===== config.mk =====
export PLATFORM = sky130hd
export DESIGN_NAME = task3_txn_ctrl
export DESIGN_NICKNAME = d
export VERILOG_FILES = /design/src/rtl/task3_pkg.sv /design/src/rtl/task3_stall_timer.sv /design/src/rtl/task3_txn_ctrl.sv
export SDC_FILE = /design/constraint.sdc
export NUM_CORES = 1
export LEC_CHECK = 0
export BUFFER_PORTS_ARGS = -buffer_cell sky130_fd_sc_hd__clkbuf_2
export CAP_MARGIN = 20
export CELL_PAD_IN_SITES_DETAIL_PLACEMENT = 2
export CELL_PAD_IN_SITES_GLOBAL_PLACEMENT = 2
export CORE_MARGIN = 4
export CORE_UTILIZATION = 35
export DETAILED_ROUTE_END_ITERATION = 12
export GPL_TIMING_DRIVEN = 1
export PLACE_DENSITY_LB_ADDON = 0.1
export SLEW_MARGIN = 30
export SYNTH_ARGS = -nofsm -noshare
export SYNTH_HDL_FRONTEND = slang
export SYNTH_SLANG_ARGS = --single-unit

===== constraint.sdc =====
create_clock -name clk -period 3.6 [get_ports clk]
set_input_delay 0.72 -clock clk [delete_from_list [all_inputs] [get_ports clk]]
set_output_delay 0.72 -clock clk [all_outputs]
set_load 0.05 [all_outputs]

===== src/rtl/task3_pkg.sv =====
// Shared definitions for the task3 transaction controller.
//   txn_state_e : controller state encoding (also exported for debug)
//   DEF_*       : default parameter values
//   len_width() : width of the transaction length field for a given MAX_LEN
package task3_pkg;

    typedef enum logic [2:0] {
        ST_IDLE  = 3'd0,
        ST_START = 3'd1,
        ST_RUN   = 3'd2,
        ST_DONE  = 3'd3,
        ST_STAT  = 3'd4,
        ST_ERR   = 3'd5
    } txn_state_e;

    localparam int DEF_MAX_LEN   = 8;
    localparam int DEF_TIMEOUT   = 4;
    localparam int DEF_RETRY_MAX = 2;

    // Enough bits to hold 0..max_len.
    function automatic int len_width(input int max_len);
        return $clog2(max_len + 1);
    endfunction

endpackage


===== src/rtl/task3_stall_timer.sv =====
// Stall timeout and retry bookkeeping for the RUN phase.
//   clk, rst  : clock, asynchronous active-high reset
//   clear_i   : transaction start, clears both counters
//   beat_i    : a beat was transferred, clears the stall count
//   stall_i   : a RUN cycle with no beat and no abort
//   retry_o   : this stalled cycle is the TIMEOUT-th and a retry is still allowed
//   expire_o  : this stalled cycle is the TIMEOUT-th and retries are exhausted
module task3_stall_timer
    import task3_pkg::*;
#(
    parameter int TIMEOUT   = DEF_TIMEOUT,
    parameter int RETRY_MAX = DEF_RETRY_MAX
) (
    input  logic clk,
    input  logic rst,
    input  logic clear_i,
    input  logic beat_i,
    input  logic stall_i,
    output logic retry_o,
    output logic expire_o
);

    localparam int SW = $clog2(TIMEOUT + 1);
    localparam int RW = (RETRY_MAX > 0) ? $clog2(RETRY_MAX + 1) : 1;

    logic [SW-1:0] stall_q, stall_d;
    logic [RW-1:0] retry_q, retry_d;
    logic          timeout;
    logic          can_retry;

    // The count holds completed stalls, so the TIMEOUT-th stall is seen
    // while the count still reads TIMEOUT-1.
    assign timeout   = stall_i && (stall_q == SW'(TIMEOUT - 1));
    assign can_retry = (retry_q < RW'(RETRY_MAX));
    assign retry_o   = timeout && can_retry;
    assign expire_o  = timeout && !can_retry;

    always_comb begin
        stall_d = stall_q;
        retry_d = retry_q;
        if (clear_i) begin
            stall_d = '0;
            retry_d = '0;
        end else if (beat_i) begin
            stall_d = '0;
        end else if (stall_i) begin
            if (timeout) begin
                stall_d = '0;
            end else begin
                stall_d = stall_q + 1'b1;
            end
            if (retry_o) begin
                retry_d = retry_q + 1'b1;
            end
        end
    end

    always_ff @(posedge clk or posedge rst) begin
        if (rst) begin
            stall_q <= '0;
            retry_q <= '0;
        end else begin
            stall_q <= stall_d;
            retry_q <= retry_d;
        end
    end

endmodule


===== src/rtl/task3_txn_ctrl.sv =====
// Transaction controller: accepts a host request with a beat count, runs a
// length-counted beat phase qualified by beat_ok, retries on stall timeout
// and reports completion, abort, error and a sticky interrupt.
//   clk, rst      : clock, asynchronous active-high reset
//   req, len      : host request and beat count, sampled in IDLE
//   beat_ok       : downstream accepts a beat this cycle
//   abort         : host abort, honoured in RUN only
//   irq_en/irq_clr: interrupt set enable / sticky clear
//   ack, stop, rt : registered one-cycle pulses
//   rdy, start, endd, status_valid, er : state-decoded strobes
//   enable        : beat transferred this cycle (RUN & beat_ok)
//   interrupt     : sticky interrupt
//   dbg_state_o   : current FSM state
//
// Handshake: req is a level; the controller answers with a one-cycle ack the
// cycle after sampling it in IDLE. A req still high when IDLE is re-entered
// is taken as a new transaction.
module task3_txn_ctrl
    import task3_pkg::*;
#(
    parameter int MAX_LEN   = DEF_MAX_LEN,
    parameter int TIMEOUT   = DEF_TIMEOUT,
    parameter int RETRY_MAX = DEF_RETRY_MAX,
    localparam int LW       = len_width(MAX_LEN)
) (
    input  logic          clk,
    input  logic          rst,
    input  logic          req,
    input  logic [LW-1:0] len,
    input  logic          beat_ok,
    input  logic          abort,
    input  logic          irq_en,
    input  logic          irq_clr,
    output logic          ack,
    output logic          rdy,
    output logic          start,
    output logic          enable,
    output logic          endd,
    output logic          status_valid,
    output logic          stop,
    output logic          er,
    output logic          rt,
    output logic          interrupt,
    output txn_state_e    dbg_state_o
);

    txn_state_e    state_q, state_d;
    logic [LW-1:0] len_q, len_d;
    logic [LW-1:0] rem_q, rem_d;
    logic          ack_q, ack_d;
    logic          stop_q, stop_d;
    logic          rt_q, rt_d;
    logic          irq_q, irq_d;

    logic          in_run;
    logic          beat;
    logic          retry;
    logic          expire;
    logic          len_legal;
    logic          irq_set;

    assign in_run    = (state_q == ST_RUN);
    assign beat      = in_run && beat_ok;
    assign len_legal = (len != '0) && (len <= LW'(MAX_LEN));

    // Abort pre-empts the timeout, so an aborted cycle never counts as a stall.
    task3_stall_timer #(
        .TIMEOUT   (TIMEOUT),
        .RETRY_MAX (RETRY_MAX)
    ) u_stall_timer (
        .clk      (clk),
        .rst      (rst),
        .clear_i  (state_q == ST_START),
        .beat_i   (beat),
        .stall_i  (in_run && !beat_ok && !abort),
        .retry_o  (retry),
        .expire_o (expire)
    );

    always_comb begin
        state_d = state_q;
        len_d   = len_q;
        rem_d   = rem_q;
        ack_d   = 1'b0;
        stop_d  = 1'b0;
        rt_d    = 1'b0;
        case (state_q)
            ST_IDLE: begin
                if (req) begin
                    len_d   = len;
                    ack_d   = 1'b1;
                    state_d = len_legal ? ST_START : ST_ERR;
                end
            end
            ST_START: begin
                rem_d   = len_q;
                state_d = ST_RUN;
            end
            ST_RUN: begin
                if (beat_ok) begin
                    rem_d = rem_q - 1'b1;
                end
                if (abort) begin
                    stop_d  = 1'b1;
                    state_d = ST_ERR;
                end else if (beat_ok && (rem_q == LW'(1))) begin
                    state_d = ST_DONE;
                end else if (retry) begin
                    rt_d = 1'b1;
                end else if (expire) begin
                    state_d = ST_ERR;
                end
            end
            ST_DONE: state_d = ST_STAT;
            ST_STAT: state_d = ST_IDLE;
            ST_ERR:  state_d = ST_IDLE;
            default: state_d = ST_IDLE;
        endcase
    end

    // Set on the transition into DONE or ERR; set beats a simultaneous clear.
    assign irq_set = irq_en && (state_d != state_q) &&
                     ((state_d == ST_DONE) || (state_d == ST_ERR));

    always_comb begin
        irq_d = irq_q;
        if (irq_set) begin
            irq_d = 1'b1;
        end else if (irq_clr) begin
            irq_d = 1'b0;
        end
    end

    always_ff @(posedge clk or posedge rst) begin
        if (rst) begin
            state_q <= ST_IDLE;
            len_q   <= '0;
            rem_q   <= '0;
            ack_q   <= 1'b0;
            stop_q  <= 1'b0;
            rt_q    <= 1'b0;
            irq_q   <= 1'b0;
        end else begin
            state_q <= state_d;
            len_q   <= len_d;
            rem_q   <= rem_d;
            ack_q   <= ack_d;
            stop_q  <= stop_d;
            rt_q    <= rt_d;
            irq_q   <= irq_d;
        end
    end

    assign rdy          = (state_q == ST_IDLE);
    assign start        = (state_q == ST_START);
    assign endd         = (state_q == ST_DONE);
    assign status_valid = (state_q == ST_STAT);
    assign er           = (state_q == ST_ERR);
    assign enable       = beat;
    assign ack          = ack_q;
    assign stop         = stop_q;
    assign rt           = rt_q;
    assign interrupt    = irq_q;
    assign dbg_state_o  = state_q;

endmodule


==> summary.md <==
| Metric | Value |
|---|---|
| Relative slew slack | `0.474` |
| Final setup violation count | `0` |
| R2r setup slk | `~1.8 ns` |
| Drt drc | `0` |
| Initial drt markers | `32` |
| Clock Root Buffer | `clkbuf_4` |
| Commonest non-fill, non-tap cell in the layout | `clkbuf_2` |
| CTS Buffer Depth | `2` |
| Number of top-level pins | `24` |
| Post-synthesis sequential area ratio | `0.483` |
| Clock Skew | `around 0.0048 ns` |
| VDD IR-drop max | `roughly 0.0003 V` |
| Cells after Synth | `100` |
| Fin crit share | `0.698` |
| Critical path startpoint category | `register` |
| First-pass GRT wire length | `about 4.7 mm` |
| Critical path class | `register to primary output` |
| Synth Flop Type | `dfrtp_1` |
| F_max | `between 300 and 400 MHz` |
| Hpwl dp | `2.05 mm` |
| Largest net degree at the start of global routing | `21` |
| Leakage Power | `~0.56 nW` |
| Main combinational cell family by area after synthesis | `simple AND/OR/NAND/NOR gates` |
| RSZ-0062 raised after global routing | `false` |
| Worst path required time | `2.88 ns` |
| Vias | `833` |
| Max capacitance violation total | `0` |
| Post-synthesis compound-gate area fraction | `0.133` |
| CTS buffer count | `3` |
| ANT nets after route | `0` |
| Clk sinks | `20` |
| Initial Utilization | `0.370` |
| Final Max Tran Viols | `0` |
| Setup tns final | `0 ns` |
| Final worst path period need | `around 2.5 ns` |
| GP Congestion | `between 0.7 and 0.8` |
| Clk_lat worst skew | `about 0.3 ns` |
| Wire length per cell | `16.9 um` |
| Post-Synth Adder-Cell Area | `0.0362` |
| Layout Nets | `between 100 and 150` |
| Post-synthesis mux area share | `0.0434` |
| DR pass1 iterations | `4` |
| Hold Buf Count CTS | `0` |
| WP data arrival | `1.79 ns` |
| Syn_nets | `between 100 and 150` |
| Synth warn | `0` |
| Cell Pwr Density | `between 800 and 900 nW/um2` |
| Fillers | `~320` |
| Post-synth ARST share | `1.00` |
| Post-CTS setup buffers | `0` |
| TritonCTS clock tree | `done` |
| Area Growth Syn to Fin | `16.8%` |
| Post-synth EDFFs | `0` |
| Hold_ws | `0.505 ns` |
| Die width | `62.4 um` |
| Post-CTS sizing | `0` |
| Hold Vio Cnt, Final | `0` |
| Commonest cells after routing, fill and taps aside | `clkbuf_2 (23), dfrtp_1 (20), nor2_1 (9), a21oi_1 (7), inv_1 (6)` |
| CP Max Fanout | `9` |
| Setup crit end kind | `primary output` |
| Yosys reg bits | `20` |
| Initial antenna violation count | `0` |
| Ant diodes | `0` |
| Synth Area in Simple Gates | `0.247` |
| Die footprint | `~3900 um2` |
| GR Util All Layers | `0.150` |
| Core area | `approximately 2800 um2` |
| Synth Cell Area | `1040 um2` |
| Share of layout cells above drive strength 1 | `0.298` |
| GR Overflow Total | `0` |
| Post-Synth XOR/XNOR Area | `0.0169` |
| Final wirelength | `about 2.6 mm` |
| Cell variety after synth | `35` |
| Vias in the first global route | `966` |
| Outcome | `finished clean` |
| CTS H-tree lvls | `1` |
| Least-Margin Pin Slew | `0.788 ns` |
| Syn_area_per_cell | `10.4 um2` |
| Row count | `19` |
| Hold Path Class | `register to register` |
| Clock-pin slew on the worst setup and hold paths | `between 0.1 and 0.15 ns` |
| Port Buffer Count | `23` |
| Vias per inst | `5.37` |
| Die height | `~62 um` |
==> critical path, cell delays in order, from the launching register on <==
cell and delay (ns):
dfrtp_1 0.55, nand2b_1 0.34, nor4_1 0.28, clkbuf_2 0.32
==> synthesized netlist by cell type, types with 2 or more instances <==
cell type | count | area, um2
nor2b_1 | 2 | 12.5
or3_1 | 2 | 12.5
ha_1 | 3 | 37.5
o21ai_0 | 2 | 10.0
nand2b_1 | 2 | 12.5
mux2_1 | 4 | 45.0
nand3b_1 | 2 | 15.0
nor3_2 | 2 | 20.0
buf_4 | 2 | 15.0
nand2_1 | 5 | 18.8
dfrtp_1 | 20 | 500
nand3_1 | 4 | 20.0
o211ai_1 | 2 | 15.0
nor2_1 | 9 | 33.8
a21oi_1 | 8 | 40.0
and2_1 | 2 | 12.5
xnor2_1 | 2 | 17.5
o21ai_1 | 2 | 10.0
nor3_1 | 4 | 20.0
inv_1 | 6 | 22.5
==> path summary, 6_finish.rpt <==
| kind | to | cells past startpoint | start |
|---|---|---|---|
| setup / recovery | enable | 3 | dbg_state_o[2]$_DFF_PP0_ |
| hold / removal | len_q[3]$_DFFE_PP0P_ | 1 | len_q[3]$_DFFE_PP0P_ |
| setup reg to reg | rem_q[3]$_DFFE_PP0P_ | 4 | dbg_state_o[0]$_DFF_PP0_ |
| hold reg to reg | len_q[3]$_DFFE_PP0P_ | 1 | len_q[3]$_DFFE_PP0P_ |
| max in group asynchronous | len_q[1]$_DFFE_PP0P_ | 2 | rst |
| min in group asynchronous | u_stall_timer.stall_q[0]$_DFFE_PP0P_ | 2 | rst |
==> power breakdown <==
group          leakage [nW]  switching (W)  internal, W
clock                0.0210      0.0000731    0.0000617
sequential            0.257      0.0000901     0.000300
combinational         0.287       0.000350     0.000148
==> registers in the layout, indices dropped and copies added (netlist names) <==
register	count
len_q	4
rem_q	4
dbg_state_o	3
u_stall_timer.stall_q	3
u_stall_timer.retry_q	2
ack	1
interrupt	1
rt	1
stop	1
==> metal layers <==
layer / track usage / routed length [um]
met1: 0.200 / 1320
met2: 0.229 / 1130
met3: 0.0414 / 154
met4: 0.0579 / 18
met5: 0 / 0
==> final cells by class <==
cell class	instances	area, um2	share of cell area
clock buffer	4	36.3	0.0300
inverter	6	22.5	0.0186
multi-input combinational	71	498	0.411
sequential	20	500	0.413
tap	31	38.8	0.0320
timing repair buffer	23	115	0.0950
==> metrics by stage <==
step | utilization | instance area, um2 | power (W) | worst slack, ns | cells
3_5_place_dp | 0.417 | 1170 | 0.000898 | 1.40 | 151
6_report | 0.432 | 1210 | 0.00102 | 1.09 | 155
3_3_place_gp | 0.417 | 1170 | 0.000872 | 1.44 | 151
4_1_cts | 0.430 | 1210 | 0.00104 | 1.07 | 155
5_1_grt | 0.432 | 1210 | 0.00111 | 0.934 | 155
2_1_floorplan | - | 1040 | 0.000772 | 0.309 | 100
==> cell families after synthesis <==
group | count (synthesis)
AND/OR/NAND/NOR | 42
multiplexers | 4
XOR/XNOR | 2
AO/OA/AOI/OAI | 20
buffers and inverters | 9
adder cells (fa/ha/maj) | 3
flip-flops | 20
Power figures use the tool's default switching activity.
